<file path="config.mk">
export PLATFORM = sky130hd
export DESIGN_NAME = alu32_seq
export DESIGN_NICKNAME = d
export VERILOG_FILES = /design/src/rtl/alu32_defs.sv /design/src/rtl/alu32.sv /design/src/rtl/alu32_rsp_fifo.sv /design/src/rtl/alu32_seq.sv
export SDC_FILE = /design/constraint.sdc
export NUM_CORES = 1
export LEC_CHECK = 0
export BUFFER_PORTS_ARGS = -buffer_cell sky130_fd_sc_hd__buf_2
export CORE_ASPECT_RATIO = 0.8
export CORE_MARGIN = 5
export CORE_UTILIZATION = 30
export DETAILED_ROUTE_END_ITERATION = 16
export GPL_TIMING_DRIVEN = 1
export PLACE_DENSITY_LB_ADDON = 0.1
export SYNTH_ARGS = -nofsm -noshare
export SYNTH_HDL_FRONTEND = slang
export SYNTH_SLANG_ARGS = --single-unit
</file>
<file path="constraint.sdc">
create_clock -name clk -period 3.76 [get_ports clk]
set_clock_uncertainty 0.1 [all_clocks]
set_input_delay 0.188 -clock clk [delete_from_list [all_inputs] [get_ports clk]]
set_output_delay 0.188 -clock clk [all_outputs]
set_load 0.02 [all_outputs]
</file>
<file path="src/rtl/alu32_defs.sv">
// Shared ALU opcodes, condition codes, flag bit positions and the condition evaluator.
package alu32_defs;

    localparam logic [2:0] OP_NOTA = 3'b000;
    localparam logic [2:0] OP_NOTB = 3'b001;
    localparam logic [2:0] OP_AND  = 3'b010;
    localparam logic [2:0] OP_OR   = 3'b011;
    localparam logic [2:0] OP_XOR  = 3'b100;
    localparam logic [2:0] OP_XNOR = 3'b101;
    localparam logic [2:0] OP_ADD  = 3'b110;
    localparam logic [2:0] OP_SUB  = 3'b111;

    localparam logic [3:0] CC_EQ = 4'h0;
    localparam logic [3:0] CC_NE = 4'h1;
    localparam logic [3:0] CC_CS = 4'h2;
    localparam logic [3:0] CC_CC = 4'h3;
    localparam logic [3:0] CC_MI = 4'h4;
    localparam logic [3:0] CC_PL = 4'h5;
    localparam logic [3:0] CC_VS = 4'h6;
    localparam logic [3:0] CC_VC = 4'h7;
    localparam logic [3:0] CC_HI = 4'h8;
    localparam logic [3:0] CC_LS = 4'h9;
    localparam logic [3:0] CC_GE = 4'hA;
    localparam logic [3:0] CC_LT = 4'hB;
    localparam logic [3:0] CC_GT = 4'hC;
    localparam logic [3:0] CC_LE = 4'hD;
    localparam logic [3:0] CC_AL = 4'hE;
    localparam logic [3:0] CC_NV = 4'hF;

    localparam int FLAG_N = 3;
    localparam int FLAG_Z = 2;
    localparam int FLAG_C = 1;
    localparam int FLAG_V = 0;

    localparam int RSP_W = 37;

    typedef enum logic {
        ST_IDLE = 1'b0,
        ST_EXEC = 1'b1
    } state_t;

    function automatic logic cond_eval(input logic [3:0] cc, input logic [3:0] f);
        logic n, z, c, v, r;
        n = f[FLAG_N];
        z = f[FLAG_Z];
        c = f[FLAG_C];
        v = f[FLAG_V];
        case (cc)
            CC_EQ:   r = z;
            CC_NE:   r = !z;
            CC_CS:   r = c;
            CC_CC:   r = !c;
            CC_MI:   r = n;
            CC_PL:   r = !n;
            CC_VS:   r = v;
            CC_VC:   r = !v;
            CC_HI:   r = c & !z;
            CC_LS:   r = !c | z;
            CC_GE:   r = (n == v);
            CC_LT:   r = (n != v);
            CC_GT:   r = !z & (n == v);
            CC_LE:   r = z | (n != v);
            CC_AL:   r = 1'b1;
            default: r = 1'b0;
        endcase
        return r;
    endfunction

endpackage

</file>
<file path="src/rtl/alu32.sv">
// Combinational 32-bit ALU with NZCV flags; C is carry-out for add and no-borrow for sub,
// and C/V are zero for logic ops.
module alu32
    import alu32_defs::*;
(
    input  logic [2:0]  i_op,
    input  logic [31:0] i_a,
    input  logic [31:0] i_b,
    output logic [31:0] o_result,
    output logic        o_n,
    output logic        o_z,
    output logic        o_c,
    output logic        o_v
);

    logic [32:0] w_sum;
    logic [32:0] w_dif;

    assign w_sum = {1'b0, i_a} + {1'b0, i_b};
    assign w_dif = {1'b0, i_a} + {1'b0, ~i_b} + 33'd1;

    always_comb begin
        o_result = '0;
        o_c      = 1'b0;
        o_v      = 1'b0;
        case (i_op)
            OP_NOTA: o_result = ~i_a;
            OP_NOTB: o_result = ~i_b;
            OP_AND:  o_result = i_a & i_b;
            OP_OR:   o_result = i_a | i_b;
            OP_XOR:  o_result = i_a ^ i_b;
            OP_XNOR: o_result = ~(i_a ^ i_b);
            OP_ADD: begin
                o_result = w_sum[31:0];
                o_c      = w_sum[32];
                o_v      = (i_a[31] == i_b[31]) && (w_sum[31] != i_a[31]);
            end
            default: begin
                o_result = w_dif[31:0];
                o_c      = w_dif[32];
                o_v      = (i_a[31] != i_b[31]) && (w_dif[31] != i_a[31]);
            end
        endcase
        o_n = o_result[31];
        o_z = (o_result == 32'd0);
    end

endmodule

</file>
<file path="src/rtl/alu32_rsp_fifo.sv">
// Synchronous FIFO for ALU responses; push while full is only taken with a same-cycle pop.
// Head data reads as zero when empty so the response port is clean between bursts.
module alu32_rsp_fifo #(
    parameter int WIDTH = 37,
    parameter int DEPTH = 2
) (
    input  logic             clk,
    input  logic             reset_n,
    input  logic             i_clr,
    input  logic             i_push,
    input  logic [WIDTH-1:0] i_push_dat,
    input  logic             i_pop,
    output logic [WIDTH-1:0] o_head_dat,
    output logic             o_full,
    output logic             o_empty
);

    localparam int AW = $clog2(DEPTH);
    localparam logic [AW:0] FULL_CNT = (AW+1)'(DEPTH);

    logic [WIDTH-1:0] r_mem [DEPTH];
    logic [AW-1:0]    r_wr_ptr;
    logic [AW-1:0]    r_rd_ptr;
    logic [AW:0]      r_count;
    logic             w_pop_ok;
    logic             w_push_ok;

    assign o_empty    = (r_count == '0);
    assign o_full     = (r_count == FULL_CNT);
    assign w_pop_ok   = i_pop && !o_empty;
    assign w_push_ok  = i_push && (!o_full || w_pop_ok);
    assign o_head_dat = o_empty ? '0 : r_mem[r_rd_ptr];

    always_ff @(posedge clk or negedge reset_n) begin
        if (!reset_n) begin
            r_wr_ptr <= '0;
            r_rd_ptr <= '0;
            r_count  <= '0;
            for (int i = 0; i < DEPTH; i++) r_mem[i] <= '0;
        end else if (i_clr) begin
            r_wr_ptr <= '0;
            r_rd_ptr <= '0;
            r_count  <= '0;
        end else begin
            if (w_push_ok) begin
                r_mem[r_wr_ptr] <= i_push_dat;
                r_wr_ptr        <= r_wr_ptr + 1'b1;
            end
            if (w_pop_ok) r_rd_ptr <= r_rd_ptr + 1'b1;
            case ({w_push_ok, w_pop_ok})
                2'b10:   r_count <= r_count + 1'b1;
                2'b01:   r_count <= r_count - 1'b1;
                default: r_count <= r_count;
            endcase
        end
    end

endmodule

</file>
<file path="src/rtl/alu32_seq.sv">
// Sequential ALU front-end: accept in IDLE, execute and push a response one edge later.
// Stalls in EXEC (cmd_ready low) while the response FIFO is full and not being popped.
module alu32_seq
    import alu32_defs::*;
#(
    parameter int          FIFO_DEPTH = 2,
    parameter logic [31:0] ACC_RESET  = 32'h0000_0000
) (
    input  logic        clk,
    input  logic        reset_n,
    input  logic        clr,
    input  logic        cmd_valid,
    output logic        cmd_ready,
    input  logic [2:0]  cmd_op,
    input  logic [31:0] cmd_a,
    input  logic [31:0] cmd_b,
    input  logic        cmd_use_acc,
    input  logic        cmd_wr_acc,
    input  logic        cmd_setf,
    input  logic [3:0]  cmd_cond,
    output logic        rsp_valid,
    input  logic        rsp_ready,
    output logic [31:0] rsp_result,
    output logic [3:0]  rsp_flags,
    output logic        rsp_cond,
    output logic [31:0] acc_q,
    output logic [3:0]  flags_q
);

    state_t      r_state;
    state_t      w_next_state;
    logic [2:0]  r_op;
    logic [31:0] r_a;
    logic [31:0] r_b;
    logic        r_wr_acc;
    logic        r_setf;
    logic [3:0]  r_cond;
    logic [31:0] r_acc;
    logic [3:0]  r_flags;

    logic [31:0]      w_alu_res;
    logic             w_n, w_z, w_c, w_v;
    logic [3:0]       w_alu_flags;
    logic [3:0]       w_eff_flags;
    logic             w_cond_out;
    logic             w_accept;
    logic             w_push;
    logic             w_pop;
    logic             w_fifo_full;
    logic             w_fifo_empty;
    logic [RSP_W-1:0] w_head;

    alu32 u_alu (
        .i_op     (r_op),
        .i_a      (r_a),
        .i_b      (r_b),
        .o_result (w_alu_res),
        .o_n      (w_n),
        .o_z      (w_z),
        .o_c      (w_c),
        .o_v      (w_v)
    );

    assign w_alu_flags = {w_n, w_z, w_c, w_v};
    // A flag-setting op is judged on its own fresh flags, not the stale register.
    assign w_eff_flags = r_setf ? w_alu_flags : r_flags;
    assign w_cond_out  = cond_eval(r_cond, w_eff_flags);
    assign w_pop       = rsp_valid && rsp_ready && !clr;
    assign w_accept    = cmd_valid && cmd_ready;

    always_ff @(posedge clk or negedge reset_n) begin
        if (!reset_n) r_state <= ST_IDLE;
        else          r_state <= w_next_state;
    end

    always_comb begin
        w_next_state = r_state;
        cmd_ready    = 1'b0;
        w_push       = 1'b0;
        case (r_state)
            ST_IDLE: begin
                cmd_ready = !clr;
                if (cmd_valid && !clr) w_next_state = ST_EXEC;
            end
            default: begin
                if (!clr && (!w_fifo_full || w_pop)) begin
                    w_push       = 1'b1;
                    w_next_state = ST_IDLE;
                end
            end
        endcase
        if (clr) w_next_state = ST_IDLE;
    end

    always_ff @(posedge clk or negedge reset_n) begin
        if (!reset_n) begin
            r_op     <= '0;
            r_a      <= '0;
            r_b      <= '0;
            r_wr_acc <= 1'b0;
            r_setf   <= 1'b0;
            r_cond   <= '0;
            r_acc    <= ACC_RESET;
            r_flags  <= '0;
        end else if (clr) begin
            r_acc   <= ACC_RESET;
            r_flags <= '0;
        end else begin
            if (w_accept) begin
                r_op     <= cmd_op;
                r_a      <= cmd_use_acc ? r_acc : cmd_a;
                r_b      <= cmd_b;
                r_wr_acc <= cmd_wr_acc;
                r_setf   <= cmd_setf;
                r_cond   <= cmd_cond;
            end
            if (w_push && r_wr_acc) r_acc   <= w_alu_res;
            if (w_push && r_setf)   r_flags <= w_alu_flags;
        end
    end

    alu32_rsp_fifo #(
        .WIDTH (RSP_W),
        .DEPTH (FIFO_DEPTH)
    ) u_fifo (
        .clk        (clk),
        .reset_n    (reset_n),
        .i_clr      (clr),
        .i_push     (w_push),
        .i_push_dat ({w_alu_res, w_alu_flags, w_cond_out}),
        .i_pop      (w_pop),
        .o_head_dat (w_head),
        .o_full     (w_fifo_full),
        .o_empty    (w_fifo_empty)
    );

    assign rsp_valid  = !w_fifo_empty;
    assign rsp_result = w_head[36:5];
    assign rsp_flags  = w_head[4:1];
    assign rsp_cond   = w_head[0];
    assign acc_q      = r_acc;
    assign flags_q    = r_flags;

endmodule

</file>
==> results.json, run 1 <==
{
  "status": "finished, violations left",
  "failed_checks": "setup timing",
  "rows": 73,
  "cts.reportedPaths.clkPinSlew_ps": 70,
  "layout_common_cells": "460 x buf_4, 246 x nand2_1, 182 x dfrtp_1, 180 x nor2_1, 152 x buf_2",
  "ir_drop_mv": 0.371,
  "end_kind": "flop",
  "clkLatencyLatePin_ps": 480,
  "place_congestion": 0.956,
  "routedWlPerCell_um": 21.6,
  "worst_slew_pin_slew_ps": 1070,
  "antenna_found_initial": 0,
  "io_pins": 154,
  "grt_pass1_wl_um": 101000,
  "antenna_left": 0,
  "drc": 0,
  "dpl_cell_area_um2": 19400,
  "power.density_nw_per_um2": 599,
  "async_reset_ff_frac": 1.00,
  "grt_remaining_overflow": 0,
  "finalMaxSlewViolations": 0,
  "critPathKind": "flop to flop",
  "start_util": 0.301,
  "crit_fanout": 3,
  "period_minus_slack_ps": 4150,
  "required_ps": 4000,
  "slew_headroom": 0.283,
  "drt_iter0_drc": 1049,
  "n_antenna_cell": 0,
  "rsz0062_at_grt": "yes",
  "ys.flop_type": "dfrtp_1",
  "post-place-ws_ps": -657,
  "clkSinkCount": 186,
  "final_common_cell": "buf_4",
  "syn_to_final_growth_pct": 45.9,
  "core-area_um2": 49300,
  "synth_area_um2": 14900,
  "r2r_setup_slack_ps": -390,
  "grt_max_degree": 60,
  "timing.hold.ws_ps": 100,
  "port_buffers": 153,
  "arrival_ps": 4380,
  "worst_slack_ps": -387,
  "routed_wirelength_um": 66600,
  "syn_area_per_cell_um2": 8.16,
  "final_cell_area_um2": 21700,
  "synth_edf_count": 0,
  "yosys_warnings": 0,
  "clock_path_buffers": 2,
  "cap_violations": 0,
  "leakage_nw": 10.1,
  "die_x_um": 259,
  "synth_cell_types": 87,
  "synth_seq_area_share": 0.313,
  "cts_root_buf": "clkbuf_16",
  "fillCellCount": 5036,
  "firstDrtPassIters": 5,
  "nets": 2611,
  "finalSetupViolCount": 5,
  "ys_ff_latch": 186,
  "die_h_um": 209,
  "hold_class": "input pin to flop",
  "htree_num_levels": 4,
  "grt_pass1_vias": 16388,
  "cts_tree": "done",
  "hpwlAfterDp_um": 52500,
  "period_share": 1.10,
  "syn_nets": 1998,
  "vias": 15963,
  "start_kind": "flop",
  "grt.total_usage": 0.244,
  "drive_gt1_frac": 0.340,
  "netlist_instances": 1821,
  "vias_per_cell": 5.18,
  "power_mw": 13.0,
  "hold_viol": 0,
  "max_freq_mhz": 241,
  "cts_buffers": 17,
  "die-area_um2": 54100
}
-- worst paths after layout --
path,cells past startpoint,endpoint,start
max reg2reg,18,u_fifo.r_mem[0],r_a[0]
min in group asynchronous,2,r_b[7],reset_n
max,18,u_fifo.r_mem[0],r_a[0]
min reg2reg,2,u_fifo.r_mem[54],u_fifo.r_mem[54]
max in group asynchronous,3,u_fifo.r_rd_ptr,reset_n
min,3,r_a[31],cmd_a[31]
-- worst max-delay path, stage by stage, from the launching register on --
cell	delay, ps
dfrtp_1	410
buf_6	130
ha_4	150
buf_4	120
buf_4	140
a211oi_4	260
o211ai_1	190
a21o_1	200
buf_4	150
a2111oi_4	410
nor2_1	110
a221o_1	310
nor3b_4	190
buf_6	140
xnor2_2	80
a22o_1	210
a32o_2	270
nor4b_4	290
a31oi_1	120
-- registers in the layout, indices dropped and copies added (netlist names) --
signal,cells
acc_q,32
flags_q,4
r_a,32
r_b,32
r_cond,4
r_op,3
r_setf,1
r_state,1
r_wr_acc,1
u_fifo.r_count,2
u_fifo.r_mem,72
u_fifo.r_rd_ptr,1
u_fifo.r_wr_ptr,1
-- cells in the mapped netlist, types with 12 or more instances --
library cell	number	area [um2]
a211oi_1	13	97.6
a21oi_1	139	696
a22o_1	23	201
a31oi_1	17	106
and2_1	12	75.1
buf_2	26	130
clkbuf_1	78	293
dfrtp_1	186	4650
ha_1	96	1200
inv_1	116	435
mux2_2	26	293
mux2i_1	84	841
mux4_2	16	360
nand2_1	247	927
nand2b_1	19	119
nand3_1	16	80.1
nand4_1	21	131
nor2_1	182	683
nor2b_1	17	106
nor3_1	26	130
o211ai_1	23	173
o21a_1	14	105
o21ai_0	147	736
o22ai_1	17	106
o31ai_1	19	143
xnor2_1	17	149
-- kinds of logic (layout without fill, tap and decap cells) --
group	Yosys count	after routing	synth area share
AOI/OAI and AO/OA	559	559	0.247
buffers and inverters	241	867	0.0646
muxes	126	126	0.100
DFF	186	186	0.313
and+or+nand+nor	589	589	0.179
adders and majority gates	98	98	0.0835
xor gates and xnor gates	22	22	0.0130
-- routing by layer --
metal  global-route usage  wire (um)  vias up
li1                     -          -     7737
met1                0.347      32100     7779
met2                0.384      29700      379
met3               0.0429       3180       68
met4               0.0676       1570        0
met5                    0          0        -
-- power breakdown --
part           internal, mW  total (mW)  switching, mW
clock network         0.873        1.77          0.897
registers              2.53        2.89          0.355
logic                  3.81        8.33           4.53
-- repair_timing --
| action | 4_1_cts | 5_1_grt |
|---|---|---|
| hold buffers | 77 | 0 |
| resized for setup | 92 | 50 |
| setup endpoints to repair | 15 | 16 |
| pin swaps | 37 | 44 |
| setup buffers | 35 | 14 |
| endpoints found under the hold margin | 132 | 0 |
-- layout make-up --
class	instances	area, um2	share of cell area
clock buffer	21	450	0.0208
clock inverter	11	98.8	0.00456
inverter	120	450	0.0208
multi-input combinational	1394	9890	0.456
sequential	186	4660	0.215
tap	637	797	0.0367
timing repair buffer	715	5350	0.247
-- per-stage QoR --
step,std cells,utilization,setup TNS [ps]
6_report,3084,0.440,-1780
5_1_grt,3084,0.440,-2710
4_1_cts,3077,0.434,-1910
3_5_place_dp,2933,0.393,-3760
3_3_place_gp,2933,0.393,-3100
2_1_floorplan,1821,-,0
(Power assumes the default switching activity.)
==> inputs of run 2 (changes only) <==
--- a/config.mk
+++ b/config.mk
@@ -6,12 +6,14 @@
 export NUM_CORES = 1
 export LEC_CHECK = 0
 export BUFFER_PORTS_ARGS = -buffer_cell sky130_fd_sc_hd__buf_2
+export CAP_MARGIN = 25
 export CORE_ASPECT_RATIO = 0.8
 export CORE_MARGIN = 5
 export CORE_UTILIZATION = 30
 export DETAILED_ROUTE_END_ITERATION = 16
 export GPL_TIMING_DRIVEN = 1
 export PLACE_DENSITY_LB_ADDON = 0.1
+export SETUP_SLACK_MARGIN = 0.1
 export SYNTH_ARGS = -nofsm -noshare
 export SYNTH_HDL_FRONTEND = slang
 export SYNTH_SLANG_ARGS = --single-unit
==> constraint.sdc (replaced) <==
create_clock -name clk -period 4.7 [get_ports clk]
set_clock_uncertainty 0.1 [all_clocks]
set_input_delay 0.235 -clock clk [delete_from_list [all_inputs] [get_ports clk]]
set_output_delay 0.235 -clock clk [all_outputs]
set_load 0.02 [all_outputs]
==> run 2 against run 1 <==
Net effect: the flow now finishes without violations; hold slack lost 80 ps; final cell count shrank 11%; critical path depth shrank 5; sequential power shrank 18%; sequential share of layout area grew 3.7 points; via count shrank 7.4%; total power shrank 32%; flip-flop and latch count is the same; fmax shrank 4.7%; largest power group unchanged; die area is the same; first-iteration DRC count grew 17%; setup slack gained 740 ps.
==> results.json, run 2 (synthesis gave the netlist of run 1 again) <==
{
  "finalMaxSlewViolations": 0,
  "rows": 73,
  "vias": 14789,
  "hold_viol": 0,
  "die_h_um": 209,
  "io_pins": 154,
  "hpwlAfterDp_um": 48600,
  "period_minus_slack_ps": 4350,
  "worst_slew_pin_slew_ps": 826,
  "swShare": 0.470,
  "start_util": 0.301,
  "slew_headroom": 0.447,
  "status": "finished clean",
  "start_kind": "flop",
  "required_ps": 4940,
  "n_antenna_cell": 0,
  "grt_pass1_vias": 14650,
  "antenna_found_initial": 1,
  "multi_input_area_um2": 9370,
  "power.density_nw_per_um2": 479,
  "cts_root_buf": "clkbuf_16",
  "max_freq_mhz": 230,
  "leakage_nw": 8.34,
  "routedWlPerCell_um": 22.9,
  "p_seq_frac": 0.266,
  "cts_tree": "done",
  "core-area_um2": 49300,
  "place_congestion": 0.916,
  "cts_buffers": 17,
  "drc": 0,
  "rsz0062_at_grt": "no",
  "grt_pass1_wl_um": 94100,
  "grt.total_usage": 0.228,
  "p_sw_mw": 4.18,
  "layout_common_cells": "247 x nand2_1, 182 x dfrtp_1, 179 x nor2_1, 152 x buf_2, 145 x o21ai_0",
  "largest_register": "u_fifo.r_mem",
  "nets": 2266,
  "drive_gt1_frac": 0.202,
  "clkLatencyLatePin_ps": 490,
  "htree_num_levels": 4,
  "firstDrtPassIters": 5,
  "ir_drop_mv": 0.319,
  "timing.hold.ws_ps": 20.7,
  "crit_fanout": 10,
  "clock_path_buffers": 2,
  "cap_violations": 0,
  "cts.reportedPaths.clkPinSlew_ps": 70,
  "final_util": 0.376,
  "port_buffers": 153,
  "clkSinkCount": 186,
  "drt_iter0_drc": 1231,
  "routed_wirelength_um": 62600,
  "fillCellCount": 5194,
  "finalSetupViolCount": 0,
  "end_kind": "flop",
  "final_common_cell": "nand2_1",
  "die_x_um": 259,
  "setup_tns_ps": 0,
  "vias_per_cell": 5.40,
  "final-seq-area_um2": 4660,
  "period_share": 0.926,
  "hold_class": "input pin to flop",
  "internal_power_mw": 4.70,
  "comb_power_share": 0.568,
  "critPathKind": "flop to flop",
  "arrival_ps": 4590,
  "clockPowerShare": 0.166,
  "largest_reg_flops": 72,
  "grt_max_degree": 107,
  "grt_remaining_overflow": 0,
  "die-area_um2": 54100,
  "antenna_left": 0,
  "syn_to_final_growth_pct": 24.6
}
==> run 2: power groups by stage <==
stage	Combinational [mW]	Sequential, mW	Clock [mW]
2_1_floorplan	2.96	2.30	0
3_3_place_gp	4.90	2.38	0
3_5_place_dp	4.89	2.40	0
4_1_cts	4.96	2.37	1.53
5_1_grt	5.49	2.43	1.58
6_report	5.05	2.37	1.47
==> run 2: layout make-up <==
type | instances | share of cell area
clock buffer | 19 | 0.0234
clock inverter | 13 | 0.00736
inverter | 120 | 0.0243
multi-input combinational | 1394 | 0.506
sequential | 186 | 0.252
tap | 637 | 0.0430
timing repair buffer | 370 | 0.145
==> run 2: path summary, 6_finish.rpt <==
kind / endpoint / startpoint / cells past startpoint / slack (ps)
worst max-delay path: u_fifo.r_mem[0] / r_a[7] / 13 / 350
worst min-delay path: r_a[11] / cmd_a[11] / 3 / 20
worst max register to register: u_fifo.r_mem[0] / r_a[7] / 13 / 350
worst min register to register: u_fifo.r_mem[72] / u_fifo.r_mem[72] / 2 / 380
max in group asynchronous: u_fifo.r_rd_ptr / reset_n / 3 / 3180
min in group asynchronous: acc_q[8] / reset_n / 2 / 210
==> run 2: through the flow <==
stage | cells | setup slack [ps] | area (um2) | power, mW
finish | 2739 | 348 | 18500 | 8.88
global route | 2739 | 94.5 | 18500 | 9.49
CTS | 2735 | 193 | 18400 | 8.86
detailed placement | 2629 | 237 | 17100 | 7.29
global placement | 2626 | 262 | 17000 | 7.28
floorplan | 1821 | 946 | 14900 | 5.26
==> run 2: repair_timing <==
item                                   4_1_cts  5_1_grt
setup endpoints to repair                    0        5
endpoints found under the hold margin      156        0
buffers inserted                             0        3
hold buffers                                74        0
resized for setup                            0       21
==> run 2: metal layers <==
| layer | part of all wire | vias to the layer above | wire length (um) | global-route usage |
|---|---|---|---|---|
| met3 | 0.057 | 55 | 3560 | 0.0426 |
| met2 | 0.44 | 441 | 27300 | 0.351 |
| met1 | 0.48 | 7254 | 30300 | 0.328 |
| met5 | 0 | - | 0 | 0 |
| li1 | - | 7039 | - | - |
| met4 | 0.022 | 0 | 1390 | 0.0624 |
==> run 2: worst max-delay path: stages (launching register included) <==
cell and delay [ps]:
dfrtp_1 410, inv_1 80, ha_1 540, nand4_1 250, or4b_1 660, nand4_1 280
a211oi_1 140, o2111a_1 270, or3_4 390, or3_4 400, nor4_4 300, a311oi_1 140
nor2_1 170, a31oi_1 100
==> inputs of run 3 (changes only) <==
--- a/config.mk
+++ b/config.mk
@@ -9,7 +9,7 @@
 export CAP_MARGIN = 25
 export CORE_ASPECT_RATIO = 0.8
 export CORE_MARGIN = 5
-export CORE_UTILIZATION = 30
+export CORE_UTILIZATION = 50
 export DETAILED_ROUTE_END_ITERATION = 16
 export GPL_TIMING_DRIVEN = 1
 export PLACE_DENSITY_LB_ADDON = 0.1
==> constraint.sdc (replaced) <==
create_clock -name clk -period 4.6 [get_ports clk]
set_clock_uncertainty 0.1 [all_clocks]
set_input_delay 0.23 -clock clk [delete_from_list [all_inputs] [get_ports clk]]
set_output_delay 0.23 -clock clk [all_outputs]
set_load 0.02 [all_outputs]
==> run 3 against run 2 <==
Net effect: the run now ends with hold timing left; via count rose by 0.72%; final cell count fell by 11%; critical path depth rose by 1; clock-buffer cell count fell by 2; register-to-register slack got worse by 60 ps; first-iteration DRC count rose by 29%; setup slack got worse by 55 ps; flip-flop and latch count did not move; critical endpoint is now u_fifo.r_mem[37]; largest cell class unchanged; largest power group unchanged.
==> results.json, run 3 (synthesis gave the netlist of run 1 again) <==
{
  "antenna_left": 0,
  "htree_num_levels": 4,
  "clock_path_buffers": 2,
  "cp_slowest_cell": "ha_2",
  "clockPowerShare": 0.176,
  "hpwlAfterDp_um": 41300,
  "final_cell_area_um2": 17800,
  "status": "finished, violations left",
  "globalRouteMet3Util": 0.0557,
  "nets": 2218,
  "hold_depth": 3,
  "layout_common_cells": "247 x nand2_1, 181 x dfrtp_1, 180 x nor2_1, 152 x buf_2, 146 x o21ai_0",
  "r2r_end": "u_fifo.r_mem[37]",
  "vias": 14896,
  "place_congestion": 1.04,
  "n_antenna_cell": 0,
  "use_met1": 0.481,
  "dpl_cell_area_um2": 16500,
  "r2r_setup_slack_ps": 290,
  "final_util": 0.609,
  "hold_viol": 1,
  "largest_reg_flops": 72,
  "grt_remaining_overflow": 0,
  "crit_chain": "inv_1 -> ha_2 -> nand2b_1 -> a221oi_1 -> o311a_1 -> a2111o_1 -> o21a_1 -> a211o_1 -> a31o_2 -> xnor2_1 -> a22o_1 -> a32o_1 -> nor4b_2 -> a31oi_1",
  "end_kind": "flop",
  "final_common_cell": "nand2_1",
  "largest_register": "u_fifo.r_mem",
  "ir_drop_mv": 0.340,
  "r2r_start": "r_a[16]",
  "routedWlPerCell_um": 22.7,
  "power.density_nw_per_um2": 497,
  "required_ps": 4850,
  "leakage_nw": 8.12,
  "ff2ff_path_depth": 14,
  "start_util": 0.508,
  "setup_tns_ps": 0,
  "slew_headroom": 0.336,
  "worst_slew_pin_slew_ps": 985,
  "critPathKind": "flop to flop",
  "grtUsageMet2": 0.504,
  "cp.buffers_inverters": 1,
  "drc": 0,
  "rows": 56,
  "hold_start": "cmd_a[18]",
  "crit_fanout": 15,
  "die-area_um2": 33300,
  "arrival_ps": 4560,
  "cts.reportedPaths.clkPinSlew_ps": 90,
  "antenna_found_initial": 0,
  "cts_buffers": 17,
  "swShare": 0.468,
  "routed_wirelength_um": 55200,
  "period_share": 0.936,
  "start_kind": "flop",
  "finalSetupViolCount": 0,
  "drt_iter0_drc": 1594,
  "clkSinkCount": 186,
  "die_h_um": 164,
  "rsz0062_at_grt": "no",
  "clkLatencyLatePin_ps": 470,
  "firstDrtPassIters": 5,
  "grt_pass1_vias": 14420,
  "grt.total_usage": 0.332,
  "grt_pass1_wl_um": 85700,
  "cts_root_buf": "clkbuf_16",
  "grt_max_degree": 102,
  "core-area_um2": 29300,
  "drive_gt1_frac": 0.192,
  "p_seq_frac": 0.272,
  "worst_path_largest_cell_delay_ps": 510,
  "p_sw_mw": 4.15,
  "cts_tree": "done",
  "port_buffers": 153,
  "timing.hold.ws_ps": -4.69,
  "vias_per_cell": 6.13,
  "cap_violations": 0,
  "max_freq_mhz": 232,
  "die_x_um": 203,
  "io_pins": 154,
  "finalMaxSlewViolations": 0,
  "period_minus_slack_ps": 4310,
  "failed_checks": "hold timing",
  "syn_to_final_growth_pct": 20.0,
  "crit_family": "compound AO/OA/AOI/OAI gates",
  "comb_power_share": 0.551,
  "hold_class": "input pin to flop",
  "grt_busiest_layer": "met2",
  "internal_power_mw": 4.72,
  "whs_endpoint": "r_a[18]"
}
[run 3: cell types whose count changed in the layout (fill, tap and decap cells not counted), sizes merged]
cell,change
buf,-35
clkbuf,-2
clkinv,+4
clkinvlp,-3
dlygate4sd3,-13
inv,+1
[run 3: power by group through the flow]
| stage | logic [mW] | registers (mW) | clock network [mW] |
|---|---|---|---|
| floorplan | 3.02 | 2.35 | 0 |
| global placement | 4.65 | 2.42 | 0 |
| detailed placement | 4.67 | 2.44 | 0 |
| CTS | 4.73 | 2.41 | 1.58 |
| global route | 5.28 | 2.48 | 1.64 |
| finish | 4.89 | 2.42 | 1.56 |
[run 3: final cells by class]
| type | instances | area, um2 |
|---|---|---|
| clock inverters | 15 | 178 |
| multi-input cells | 1394 | 9360 |
| well taps | 377 | 472 |
| clock buffers | 17 | 425 |
| repair buffers | 322 | 2290 |
| fillers | 2705 | 11500 |
| flip-flops and latches | 186 | 4660 |
| inverters | 120 | 450 |
[run 3: layer usage]
layer	up-vias	wire length, um
met5	-	0
met4	0	1900
met3	92	4430
met2	710	24000
met1	7152	24900
li1	6942	-
[run 3: worst max-delay path by stage]
stage | from | to | cells after the start
3_5_place_dp | r_a[16] | u_fifo.r_mem[37] | 14
6_report | r_a[16] | u_fifo.r_mem[37] | 14
2_1_floorplan | r_a[14] | u_fifo.r_mem[0] | 15
4_1_cts | r_a[16] | u_fifo.r_mem[37] | 14
3_3_place_gp | r_b[0] | u_fifo.r_mem[0] | 15
5_1_grt | r_a[0] | u_fifo.r_mem[0] | 18
[run 3: repair_timing]
action                     in CTS  in global routing
hold endpoints to repair      160                  0
setup endpoints to repair       0                  5
setup buffers                   0                  1
hold buffers                   61                  0
gates resized for setup         0                 22
[run 3: stage by stage]
step / instances / setup WS [ps] / hold slack, ps / total power [mW]
3_5_place_dp: 2336 / 238 / 285 / 7.11
4_1_cts: 2429 / 220 / 1.29 / 8.72
3_3_place_gp: 2335 / 274 / 283 / 7.06
2_1_floorplan: 1821 / 846 / -166 / 5.37
6_report: 2431 / 293 / -4.69 / 8.87
5_1_grt: 2431 / 59.0 / 8.56 / 9.40
[run 3: worst reg2reg max path, cell delays in order, from the launching register on]
cell      delay [ps]
dfrtp_1          410
inv_1             80
ha_2             510
nand2b_1         170
a221oi_1         110
o311a_1          380
a2111o_1         370
o21a_1           260
a211o_1          330
a31o_2           270
xnor2_1          220
a22o_1           280
a32o_1           270
nor4b_2          320
a31oi_1          120
